[src/rtl/if_fetch_unit.sv]
// ============================================================================
// if_fetch_unit
// ----------------------------------------------------------------------------
// Instruction-fetch front end. Issues single-beat read requests to instruction
// memory (at most one outstanding) and stores the responses in a 2-entry
// prefetch FIFO of {pc, instr}. The FIFO head is presented combinationally to
// the decode stage. A redirect from EX flushes the FIFO and restarts fetching
// at the new target. A response that belongs to a flushed request is dropped.
//
// Optional feature (compile-time macro IF_FETCH_PERF_CNT_EN):
//   adds output bubble_cnt, a saturating count of cycles with if_valid=0.
//
// Parameters:
//   ADDR_W    width of all PC / address signals
//   RESET_PC  first fetch address after reset
//
// Ports:
//   clk          clock, rising edge
//   reset        asynchronous active-high reset
//   imem_req     read request, one-cycle pulse
//   imem_addr    request address (valid with imem_req)
//   imem_rvalid  response strobe
//   imem_rdata   response instruction word
//   redirect     flush and refetch from redirect_pc
//   redirect_pc  redirect target
//   stall        decode holding; head entry is not consumed
//   if_valid     FIFO head valid
//   if_pc        PC of FIFO head (0 when empty)
//   if_instr     instruction of FIFO head (0 when empty)
//   bubble_cnt   (IF_FETCH_PERF_CNT_EN only) cycles with if_valid=0
// ============================================================================
module if_fetch_unit #(
    parameter int                ADDR_W   = 32,
    parameter logic [ADDR_W-1:0] RESET_PC = {ADDR_W{1'b0}}
) (
    input  logic              clk,
    input  logic              reset,
    output logic              imem_req,
    output logic [ADDR_W-1:0] imem_addr,
    input  logic              imem_rvalid,
    input  logic [31:0]       imem_rdata,
    input  logic              redirect,
    input  logic [ADDR_W-1:0] redirect_pc,
    input  logic              stall,
    output logic              if_valid,
    output logic [ADDR_W-1:0] if_pc,
    output logic [31:0]       if_instr
`ifdef IF_FETCH_PERF_CNT_EN
    ,
    output logic [31:0]       bubble_cnt
`endif
);

    typedef enum logic [1:0] {
        ST_IDLE = 2'd0,
        ST_WAIT = 2'd1,
        ST_DROP = 2'd2
    } state_t;

    localparam logic [ADDR_W-1:0] PC_STEP = ADDR_W'(3'd4);

    state_t            state_r;
    logic [ADDR_W-1:0] fetch_pc_r;
    logic [ADDR_W-1:0] req_pc_r;

    logic [ADDR_W-1:0] fifo_pc_r    [2];
    logic [31:0]       fifo_instr_r [2];
    logic              rd_ptr_r;
    logic              wr_ptr_r;
    logic [1:0]        count_r;

    logic              head_valid_s;
    logic              pop_s;
    logic              push_s;
    logic [1:0]        occ_after_pop_s;
    logic              req_s;

    // Handshake decode: pop, push and request-issue conditions for this cycle
    always_comb begin
        head_valid_s    = (count_r != 2'd0);
        pop_s           = head_valid_s & ~stall;
        occ_after_pop_s = count_r - {1'b0, pop_s};
        // The request is gated with reset so nothing is issued while held in reset.
        req_s           = ~reset & (state_r == ST_IDLE) & ~redirect &
                          (occ_after_pop_s < 2'd2);
        // A response that coincides with a redirect belongs to the old stream.
        push_s          = (state_r == ST_WAIT) & imem_rvalid & ~redirect;
    end

    // Output drive: request and FIFO head; empty head reads as zero
    always_comb begin
        imem_req  = req_s;
        imem_addr = fetch_pc_r;
        if_valid  = head_valid_s;
        if_pc     = head_valid_s ? fifo_pc_r[rd_ptr_r]    : {ADDR_W{1'b0}};
        if_instr  = head_valid_s ? fifo_instr_r[rd_ptr_r] : 32'd0;
    end

    // Fetch FSM with fetch PC and outstanding-request PC
    always_ff @(posedge clk or posedge reset) begin
        if (reset) begin
            state_r    <= ST_IDLE;
            fetch_pc_r <= RESET_PC;
            req_pc_r   <= {ADDR_W{1'b0}};
        end else begin
            case (state_r)
                ST_IDLE: begin
                    // imem_rvalid is ignored here: nothing is outstanding.
                    if (redirect) begin
                        fetch_pc_r <= redirect_pc;
                    end else if (req_s) begin
                        state_r    <= ST_WAIT;
                        req_pc_r   <= fetch_pc_r;
                        fetch_pc_r <= fetch_pc_r + PC_STEP;
                    end else begin
                        state_r <= ST_IDLE;
                    end
                end
                ST_WAIT: begin
                    if (redirect) begin
                        fetch_pc_r <= redirect_pc;
                        // If the response lands this cycle it is discarded and
                        // nothing remains outstanding; otherwise it must be dropped later.
                        state_r    <= imem_rvalid ? ST_IDLE : ST_DROP;
                    end else if (imem_rvalid) begin
                        state_r <= ST_IDLE;
                    end else begin
                        state_r <= ST_WAIT;
                    end
                end
                ST_DROP: begin
                    if (redirect) begin
                        fetch_pc_r <= redirect_pc;
                    end else begin
                        fetch_pc_r <= fetch_pc_r;
                    end
                    // Leaving on the stale response avoids waiting for a beat
                    // that will never come, even if a redirect arrives with it.
                    if (imem_rvalid) begin
                        state_r <= ST_IDLE;
                    end else begin
                        state_r <= ST_DROP;
                    end
                end
                default: begin
                    state_r <= ST_IDLE;
                end
            endcase
        end
    end

    // Prefetch FIFO storage, pointers and occupancy; redirect flushes
    always_ff @(posedge clk or posedge reset) begin
        if (reset) begin
            fifo_pc_r[0]    <= {ADDR_W{1'b0}};
            fifo_pc_r[1]    <= {ADDR_W{1'b0}};
            fifo_instr_r[0] <= 32'd0;
            fifo_instr_r[1] <= 32'd0;
            rd_ptr_r        <= 1'b0;
            wr_ptr_r        <= 1'b0;
            count_r         <= 2'd0;
        end else if (redirect) begin
            rd_ptr_r <= 1'b0;
            wr_ptr_r <= 1'b0;
            count_r  <= 2'd0;
        end else begin
            if (push_s) begin
                fifo_pc_r[wr_ptr_r]    <= req_pc_r;
                fifo_instr_r[wr_ptr_r] <= imem_rdata;
                wr_ptr_r               <= ~wr_ptr_r;
            end else begin
                wr_ptr_r <= wr_ptr_r;
            end
            if (pop_s) begin
                rd_ptr_r <= ~rd_ptr_r;
            end else begin
                rd_ptr_r <= rd_ptr_r;
            end
            case ({push_s, pop_s})
                2'b10:   count_r <= count_r + 2'd1;
                2'b01:   count_r <= count_r - 2'd1;
                default: count_r <= count_r;
            endcase
        end
    end

`ifdef IF_FETCH_PERF_CNT_EN
    // Saturating count of cycles in which decode sees no valid instruction
    always_ff @(posedge clk or posedge reset) begin
        if (reset) begin
            bubble_cnt <= 32'd0;
        end else if (!head_valid_s && (bubble_cnt != 32'hFFFF_FFFF)) begin
            bubble_cnt <= bubble_cnt + 32'd1;
        end else begin
            bubble_cnt <= bubble_cnt;
        end
    end
`endif

endmodule

[config.mk]
export PLATFORM = sky130hd
export DESIGN_NAME = if_fetch_unit
export DESIGN_NICKNAME = d
export VERILOG_FILES = /design/src/rtl/if_fetch_unit.sv
export SDC_FILE = /design/constraint.sdc
export NUM_CORES = 1
export LEC_CHECK = 0
export CAP_MARGIN = 15
export CORE_UTILIZATION = 64
export DETAILED_ROUTE_END_ITERATION = 7
export DONT_BUFFER_PORTS = 1
export PLACE_DENSITY = 0.8
export SYNTH_ARGS = -nofsm -noshare
export SYNTH_HDL_FRONTEND = slang
export SYNTH_SLANG_ARGS = --single-unit
[constraint.sdc]
create_clock -name clk -period 8.63 [get_ports clk]
set_input_delay 0.863 -clock clk [delete_from_list [all_inputs] [get_ports clk]]
set_output_delay 0.863 -clock clk [all_outputs]
set_load 0.005 [all_outputs]
==> results of run 1 <==
cells in the mapped netlist (3+ instances only):
library cell	count	share of area, %
and3_1	6	0.40
a21oi_1	41	2.2
nand3_1	17	0.91
nand2_1	34	1.4
a31oi_1	4	0.27
a2bb2oi_1	8	0.75
clkbuf_1	18	0.73
and2_1	3	0.20
ha_1	5	0.67
inv_1	7	0.28
nor3_1	4	0.21
dfrtp_1	198	53
o21ai_0	17	0.91
buf_2	29	1.6
nor2_1	86	3.5
mux2_2	160	19
o22ai_1	15	1.0
nand4_1	11	0.74
mux2i_1	65	7.0
and4_1	3	0.28
o31ai_1	4	0.32
routing by layer:
layer	GRT usage, %	vias up	wire [um]
met3	7.43	44	1390
met5	0	-	0
li1	-	2758	-
met4	12.1	0	537
met1	34.4	3083	8120
met2	48.2	225	10300
final timing paths:
| kind | startpoint | end | slack [ns] | cells after the start |
|---|---|---|---|---|
| setup / recovery | count_r[0] | if_pc[19] | 5.57 | 3 |
| hold / removal | reset | imem_addr[1] | 0.43 | 1 |
| setup reg to reg | state_r[1] | fifo_pc_r[53] | 5.97 | 6 |
| hold reg to reg | fifo_pc_r[52] | fifo_pc_r[52] | 0.50 | 1 |
| max in group asynchronous | reset | count_r[0] | 6.95 | 3 |
| min in group clk | redirect | rd_ptr_r | 0.49 | 1 |
flip-flops by register name (all words and copies together), names as in the netlist:
register / count
count_r: 2
fifo_instr_r: 64
fifo_pc_r: 64
imem_addr: 32
rd_ptr_r: 1
req_pc_r: 32
state_r: 2
wr_ptr_r: 1
cell type report:
| class | instances | area (um2) | share of cell area, % |
|---|---|---|---|
| inverters | 7 | 33.8 | 0.337 |
| repair buffers | 7 | 92.6 | 0.924 |
| clock buffers | 21 | 460 | 4.59 |
| well taps | 180 | 225 | 2.25 |
| multi-input cells | 524 | 4120 | 41.1 |
| flip-flops and latches | 198 | 4960 | 49.5 |
| clock inverters | 8 | 126 | 1.26 |
| diodes | 1 | 2.50 | 0.0250 |
power groups by stage:
stage / Sequential, mW / Combinational [mW] / Clock [mW]
6_report: 1.70 / 1.00 / 0.794
5_1_grt: 1.75 / 1.11 / 0.842
4_1_cts: 1.69 / 0.994 / 0.808
3_5_place_dp: 1.71 / 0.986 / 0
3_3_place_gp: 1.67 / 0.922 / 0
2_1_floorplan: 1.55 / 0.857 / 0
stage by stage:
stage | utilization [%] | std cells | hold slack [ns] | total power [mW]
after floorplan | - | 780 | 0.457 | 2.40
after global placement | 66.8 | 914 | 0.467 | 2.59
after detailed placement | 66.8 | 914 | 0.482 | 2.69
after CTS | 71.0 | 943 | 0.447 | 3.49
after global routing | 71.4 | 946 | 0.474 | 3.70
final | 71.4 | 946 | 0.429 | 3.49
cells by family (layout without fill, tap and decap cells):
kind of cell,count (synthesis),count (layout),share of synthesized area (%)
flip-flops,198,198,53.2
buffers and inverters,58,43,2.89
AND/OR/NAND/NOR,180,180,9.06
other,0,1,0
AO/OA/AOI/OAI,110,110,7.45
XOR/XNOR,2,2,0.188
adder cells (fa/ha/maj),5,5,0.671
multiplexers,227,227,26.6
critical path: stages (launching register included):
cell     delay (ns)
dfrtp_1        0.45
nor2_4         0.56
buf_4          0.55
nor2_1         0.19
==> impl_metrics.py, run 1 <==
metrics = {
    "clock_tree": {
        "cts_hold_buf": 0,
        "clkTransAtPathRegs_ns": 0.06,
        "cts_tree": "done",
        "cts.sinks": 198,
        "cts_buffers": 17,
        "h-tree-depth": 4,
        "post_cts_resized": 0,
        "post_cts_buffers": 0,
        "root_buffer": "clkbuf_16",
        "clock_path_buffers": 2,
        "clk_latency_ns": 0.43,
    },
    "grt": {
        "overflow": 0,
        "grt_pass1_wl_um": 32400,
        "first_global_vias": 6373,
        "grt_max_degree": 111,
        "antenna_found_initial": 1,
        "grt_use_total_pct": 28.5,
    },
    "hold_path": {
        "worst_hold_path_type": "in2async",
    },
    "timing": {
        "fin_skew_ns": 0.00711,
        "hold_viol": 0,
        "finalSetupTns_ns": 0,
        "tightest_slew_ns": 1.19,
        "finalCritPeriodShare_pct": 35.4,
        "layout_min_cycle_time_ns": 3.06,
        "max_slew_margin_pct": 20.5,
        "fmax_mhz": 327,
        "finalMaxSlewViolations": 0,
        "finalWorstSetupSlack_ns": 5.57,
        "rsz0062_at_grt": "false",
        "setup_viol_count_final": 0,
    },
    "run": {
        "maxCapViolCount": 0,
    },
    "pwr": {
        "clockPowerShare_pct": 22.7,
        "p_int_mw": 2.31,
        "ir_drop_mv": 0.188,
        "p_sw_share_pct": 33.8,
        "power_frac_comb_pct": 28.7,
        "p_seq_share_pct": 48.6,
        "powerDensity_nw_per_um2": 348,
        "switchingPower_mw": 1.18,
        "p_leak_nw": 4.24,
    },
    "placed_design": {
        "place_ws_ns": 5.92,
        "io_buffers": 0,
        "place_area_um2": 9380,
        "gp_congestion": 0.940,
        "dp_hpwl_um": 13100,
    },
    "setup_path": {
        "worstPathRequired_ns": 7.77,
        "critPathMaxFanout": 43,
        "endpoint_kind": "primary output",
        "arrival_ns": 2.19,
        "worstSetupPathType": "reg2out",
        "critPathLaunchType": "register",
    },
    "drt": {
        "final_antenna_net_count": 0,
        "drt_iter0_drc": 410,
        "drtPass1Iterations": 4,
        "vias": 6110,
        "wl_per_cell_um": 21.5,
        "vias_per_cell": 6.46,
        "drc": 0,
        "wirelength_um": 20300,
    },
    "finish": {
        "layout_commonest_cell": "dfrtp_1",
        "drive_gt1_share_pct": 27.2,
        "nFillCells": 944,
        "final_cell_area_um2": 10000,
        "area_delta_synth_final_pct": 7.55,
        "fin_nets": 829,
        "final_cell_mix": "dfrtp_1, mux2_2, nor2_1, mux2i_1, a21oi_1",
    },
    "run_status": {
        "outcome": "completed",
    },
    "logic_synthesis": {
        "netlist_area_um2": 9320,
        "synth_flop_cell": "dfrtp_1",
        "synth_edf_count": 0,
        "synth_nets": 854,
        "synth.distinct_cells": 56,
        "syn_inst": 780,
        "async_reset_ff_share_pct": 100,
        "synth_seq_cells": 198,
        "syn_area_per_cell_um2": 11.9,
        "yosys_warnings": 0,
        "ys_seq_area_share_pct": 53.2,
    },
    "die": {
        "io_pins": 167,
        "core_area_um2": 14000,
        "die_area_um2": 15000,
        "die_h_um": 123,
        "initial_utilization_pct": 66.4,
        "die_w_um": 123,
        "num_rows": 43,
    },
}
(Power assumes the default switching activity.)
==> inputs of run 2 (changes only) <==
--- a/config.mk
+++ b/config.mk
@@ -5,6 +5,7 @@
 export SDC_FILE = /design/constraint.sdc
 export NUM_CORES = 1
 export LEC_CHECK = 0
+export ABC_AREA = 1
 export CAP_MARGIN = 15
 export CORE_UTILIZATION = 64
 export DETAILED_ROUTE_END_ITERATION = 7
==> constraint.sdc (replaced) <==
create_clock -name clk -period 2.99 [get_ports clk]
set_input_delay 0.299 -clock clk [delete_from_list [all_inputs] [get_ports clk]]
set_output_delay 0.299 -clock clk [all_outputs]
set_load 0.005 [all_outputs]
==> impl_metrics.py, run 2 <==
metrics = {
    "logic_synthesis": {
        "synth_xor_area_share_pct": 0.365,
        "synthAdderAreaFrac_pct": 0.652,
        "synth_top_area_share_pct": 51.7,
        "yosys_warnings": 0,
        "syn_inst": 1252,
        "synth_area_leaders": "dfrtp_1, nand2_1, o21ai_0",
        "synth_seq_cells": 198,
        "synth_compound_area_share_pct": 13.5,
        "yosys.area_share.simple_pct": 25.4,
        "synth_top_cell_by_area": "dfrtp_1",
        "synth_nets": 1326,
        "synth_top_family_by_area": "simple AND/OR/NAND/NOR gates",
        "synth_common_cells": "nand2_1, dfrtp_1, o21ai_0",
        "syn_area_per_cell_um2": 7.66,
        "synthMuxAreaShare_pct": 0.339,
        "netlist_area_um2": 9590,
        "synth_edf_count": 0,
        "async_reset_ff_share_pct": 100,
        "synth.most_common_cell": "nand2_1",
        "ys_seq_area_share_pct": 51.7,
        "synth.distinct_cells": 34,
        "synth_flop_cell": "dfrtp_1",
    },
    "timing": {
        "rsz0062_at_grt": "false",
        "fin_skew_ns": 0.0105,
        "fmax_mhz": 408,
        "tightest_slew_ns": 0.967,
        "layout_min_cycle_time_ns": 2.45,
        "hold_viol": 0,
        "finalSetupTns_ns": 0,
        "setup_viol_count_final": 0,
        "finalCritPeriodShare_pct": 82.1,
        "finalMaxSlewViolations": 0,
        "max_slew_margin_pct": 35.5,
    },
    "pwr": {
        "switchingPower_mw": 4.02,
        "ir_drop_mv": 0.518,
        "power_frac_comb_pct": 32.3,
        "clockPowerShare_pct": 22.2,
        "p_sw_share_pct": 39.8,
        "p_int_mw": 6.08,
        "powerDensity_nw_per_um2": 990,
        "p_seq_share_pct": 45.5,
        "p_leak_nw": 4.83,
    },
    "clock_tree": {
        "cts.sinks": 198,
        "post_cts_buffers": 0,
        "clkTransAtPathRegs_ns": 0.07,
        "cts_tree": "done",
        "clk_latency_ns": 0.43,
        "clock_path_buffers": 2,
        "cts_buffers": 17,
        "h-tree-depth": 4,
        "root_buffer": "clkbuf_16",
    },
    "finish": {
        "antenna_cells": 0,
        "layout_commonest_cell": "nand2_1",
        "drive_gt1_share_pct": 5.45,
        "final_cells": 1414,
        "area_delta_synth_final_pct": 6.45,
        "reg.largest.list": "fifo_instr_r x64, fifo_pc_r x64",
        "final_cell_mix": "nand2_1, dfrtp_1, o21ai_0, inv_1, nor2_1",
        "fin_nets": 1292,
        "final_cell_area_um2": 10200,
    },
    "placed_design": {
        "dp_hpwl_um": 14000,
        "dp_cells": 1382,
        "io_buffers": 0,
        "place_area_um2": 9620,
        "gp_congestion": 0.897,
    },
    "setup_path": {
        "arrival_ns": 2.15,
        "worst-path-buf-inv": 1,
        "critPathMaxFanout": 66,
        "cpMaxStageDelayCell": "and2_2",
        "critPathLaunchType": "register",
        "worstSetupPathType": "reg2out",
        "crit_family": "simple AND/OR/NAND/NOR gates",
        "worstPathRequired_ns": 2.69,
        "cpPeakStageDelay_ns": 0.81,
        "endpoint_kind": "primary output",
        "path_cells": "inv_1, ha_1, nand2_1, nor2_1, and2_2",
    },
    "drt": {
        "wl_per_cell_um": 15.0,
        "vias_per_cell": 5.53,
        "drt_iter0_drc": 665,
        "wirelength_um": 21100,
        "vias": 7813,
        "final_antenna_net_count": 0,
        "drtPass1Iterations": 8,
        "drc": 0,
    },
    "grt": {
        "antenna_found_initial": 0,
        "grt_max_degree": 78,
        "grt_use_total_pct": 28.1,
        "grt_pass1_wl_um": 35200,
        "top_usage_layer": "met2",
        "overflow": 0,
        "first_global_vias": 7073,
        "grt.met3_usage_pct": 5.71,
        "grtUsageMet2_pct": 43.5,
        "grtUsageMet1_pct": 39.9,
    },
    "die": {
        "die_area_um2": 15500,
        "initial_utilization_pct": 65.7,
        "core_area_um2": 14600,
        "num_rows": 44,
        "io_pins": 167,
        "die_h_um": 124,
        "die_w_um": 124,
    },
    "hold_path": {
        "worst_hold_path_type": "in2reg",
    },
    "run": {
        "maxCapViolCount": 0,
    },
    "run_status": {
        "outcome": "completed",
    },
}
==> run 2: kinds of logic (layout without fill, tap and decap cells) <==
logic type,after synthesis,count (layout)
adder cells (fa/ha/maj),5,5
XOR/XNOR,4,4
AO/OA/AOI/OAI,257,257
flip-flops,198,198
buffers and inverters,174,152
multiplexers,3,3
AND/OR/NAND/NOR,611,611
==> run 2: metal layers <==
layer  up-vias  share of wire [%]
met5         -                  0
met3        34                6.1
li1       3878                  -
met1      3639                 45
met4         0                2.1
met2       262                 47
==> run 2: worst paths after layout <==
| check | start | to | cells past startpoint | slack, ns |
|---|---|---|---|---|
| min in group asynchronous | reset | count_r[0] | 2 | 0.48 |
| max reg2reg | state_r[0] | req_pc_r[25] | 7 | 0.87 |
| max | state_r[0] | imem_req | 5 | 0.54 |
| min | imem_rdata[25] | fifo_instr_r[57] | 2 | 0.01 |
| max in group asynchronous | reset | fifo_instr_r[6] | 3 | 1.70 |
| min reg2reg | fifo_instr_r[58] | fifo_instr_r[58] | 2 | 0.48 |
==> run 2: cell type report <==
class                   instances  area, um2
repair buffers                 14        145
fillers                      1193       4380
clock inverters                 8       98.8
flip-flops and latches        198       4960
inverters                     107        408
well taps                     184        230
clock buffers                  23        478
multi-input cells             880       3890
==> run 2: worst reg2reg max path, delay by kind of cell, from the launching register on <==
family | cells | cell delay, ns
AOI/OAI and AO/OA | 1 | 0.13
buffers and inverters | 1 | 0.12
adders and majority gates | 1 | 0.19
and+or+nand+nor | 4 | 1.19
DFF | 1 | 0.40
==> run 2: through the flow <==
stage	utilization (%)	hold WS (ns)	power [mW]	worst slack (ns)
3_3_place_gp	65.9	0.317	7.73	1.06
6_report	70.0	0.0112	10.1	0.536
5_1_grt	70.0	0.00986	10.9	0.356
3_5_place_dp	65.9	0.321	7.88	0.928
2_1_floorplan	-	0.446	7.05	0.131
4_1_cts	70.0	0.000597	10.1	0.536
==> run 2: timing repair <==
action,in CTS,in global routing
hold endpoints to repair,29,0
hold buffers,1,0
resized for setup,0,0
==> run 2: power groups by stage <==
stage / clock (mW) / sequential (mW) / combinational [mW]
6_report: 2.24 / 4.60 / 3.27
5_1_grt: 2.38 / 4.74 / 3.75
4_1_cts: 2.27 / 4.59 / 3.29
3_5_place_dp: 0 / 4.63 / 3.26
3_3_place_gp: 0 / 4.59 / 3.14
2_1_floorplan: 0 / 4.37 / 2.67
==> inputs of run 3 (changes only) <==
==> constraint.sdc (replaced) <==
create_clock -name clk -period 2.4 [get_ports clk]
set_input_delay 0.24 -clock clk [delete_from_list [all_inputs] [get_ports clk]]
set_output_delay 0.24 -clock clk [all_outputs]
set_load 0.005 [all_outputs]
==> impl_metrics.py, run 3 (synthesized netlist as in run 2, its figures left out) <==
metrics = {
    "setup_path": {
        "path_cells": "inv_2, buf_4, nand2_1, a21oi_1",
        "worstPathRequired_ns": 2.16,
        "reg2reg_from": "state_r[0]",
        "worstSetupPathType": "reg2out",
        "cpMaxStageDelayCell": "dfrtp_2",
        "critPathLaunchType": "register",
        "critPathLaunch": "rd_ptr_r",
        "arrival_ns": 1.85,
        "critPathMaxFanout": 38,
        "cpPeakStageDelay_ns": 0.50,
        "r2r_setup_slack_ns": 0.48,
        "worst-path-buf-inv": 2,
        "endpoint_kind": "primary output",
        "crit_family": "flip-flops",
    },
    "timing": {
        "finalSetupTns_ns": 0,
        "fin_skew_ns": 0.00615,
        "setup_viol_count_final": 0,
        "finalMaxSlewViolations": 0,
        "hold_viol": 0,
        "rsz0062_at_grt": "false",
        "holdWs_ns": 0.0120,
        "tightest_slew_ns": 0.871,
        "max_slew_margin_pct": 42.0,
        "fmax_mhz": 479,
        "finalCritPeriodShare_pct": 86.9,
        "finalWorstSetupSlack_ns": 0.314,
        "layout_min_cycle_time_ns": 2.09,
    },
    "clock_tree": {
        "clock_path_buffers": 2,
        "post_cts_buffers": 0,
        "h-tree-depth": 4,
        "cts.sinks": 198,
        "cts_tree": "done",
        "post_cts_resized": 0,
        "root_buffer": "clkbuf_16",
        "cts_buffers": 17,
        "clkTransAtPathRegs_ns": 0.07,
        "cts_hold_buf": 35,
        "clk_latency_ns": 0.43,
    },
    "drt": {
        "drtPass1Iterations": 6,
        "wl_per_cell_um": 15.2,
        "final_antenna_net_count": 0,
        "vias_per_cell": 5.52,
        "drc": 0,
        "wirelength_um": 22100,
        "vias": 8003,
        "drt_iter0_drc": 715,
    },
    "pwr": {
        "p_leak_nw": 5.02,
        "ir_drop_mv": 0.716,
        "powerDensity_nw_per_um2": 1220,
    },
    "run_status": {
        "outcome": "completed",
    },
    "die": {
        "io_pins": 167,
        "num_rows": 44,
        "die_area_um2": 15500,
        "die_w_um": 124,
        "die_h_um": 124,
        "core_area_um2": 14600,
        "initial_utilization_pct": 65.7,
    },
    "hold_path": {
        "hp-start": "imem_rvalid",
        "worst_hold_path_type": "in2reg",
    },
    "placed_design": {
        "gp_congestion": 0.905,
        "io_buffers": 0,
        "dp_hpwl_um": 14100,
        "dp_cells": 1384,
        "place_ws_ns": 0.490,
    },
    "finish": {
        "final_cell_mix": "nand2_1, dfrtp_1, o21ai_0, inv_1, nor2_1",
        "area_delta_synth_final_pct": 11.2,
        "nFillCells": 1113,
        "final_cells": 1451,
        "reg.largest.list": "fifo_instr_r x64, fifo_pc_r x64",
        "drive_gt1_share_pct": 5.68,
        "antenna_cells": 0,
        "layout_commonest_cell": "nand2_1",
        "fin_nets": 1328,
    },
    "grt": {
        "grt_use_total_pct": 29.6,
        "grt_max_degree": 162,
        "grt_pass1_wl_um": 36900,
        "first_global_vias": 7460,
        "antenna_found_initial": 0,
        "overflow": 0,
    },
    "run": {
        "maxCapViolCount": 0,
    },
}
## run 3: changes by cell type in the layout (fill, tap and decap cells not counted)
cell / change
dlygate4sd3_1: +34
buf_12: +3
bufinv_16: +2
clkbuf_1: -2
buf_4: -1
clkinv_2: -1
clkinv_4: +1
inv_6: +1
## run 3: worst reg2reg max path: stages (launching register included)
cell and delay [ns]:
dfrtp_1 0.39, inv_1 0.09, ha_1 0.35, nor2_1 0.16, nor2_1 0.06, nand2_1 0.10
nand2_4 0.27, inv_4 0.28, nand2_1 0.07, o21ai_1 0.08
## run 3: layout make-up
type | instances | area, um2 | area share (%)
Clock buffer | 21 | 470 | 4.41
Multi-Input combinational cell | 880 | 3890 | 36.5
Inverter | 107 | 408 | 3.82
Sequential cell | 198 | 4960 | 46.5
Timing Repair Buffer | 50 | 538 | 5.04
Clock inverter | 11 | 171 | 1.61
Tap cell | 184 | 230 | 2.16
## run 3: layer usage
metal | GRT usage [%] | vias up | wire, um | part of all wire, %
met3 | 5.97 | 30 | 1490 | 6.7
met1 | 41.0 | 3732 | 9780 | 44
met4 | 9.57 | 0 | 367 | 1.7
met2 | 47.0 | 283 | 10500 | 47
met5 | 0 | - | 0 | 0
li1 | - | 3958 | - | -
## run 3: final timing paths
path	endpoint	cells past startpoint
min in group asynchronous	imem_addr[1]	3
min reg2reg	fifo_instr_r[53]	2
min	wr_ptr_r	3
max reg2reg	imem_addr[8]	9
max	if_pc[18]	4
max in group asynchronous	fifo_pc_r[28]	3
## run 3: through the flow
step	power, mW	utilization, %	cell area (um2)
after floorplan	8.78	-	9590
after global placement	9.70	66.3	9670
after detailed placement	9.91	66.3	9670
after CTS	13.0	73.1	10700
after global routing	14.0	73.1	10700
final	13.0	73.1	10700
## run 3: power breakdown
part | switching, mW | leakage [nW] | internal (mW) | total [mW]
sequential | 1.11 | 2.54 | 4.65 | 5.76
clock | 1.23 | 0.310 | 1.83 | 3.06
combinational | 2.79 | 2.17 | 1.41 | 4.20
total | 5.13 | 5.02 | 7.89 | 13.0
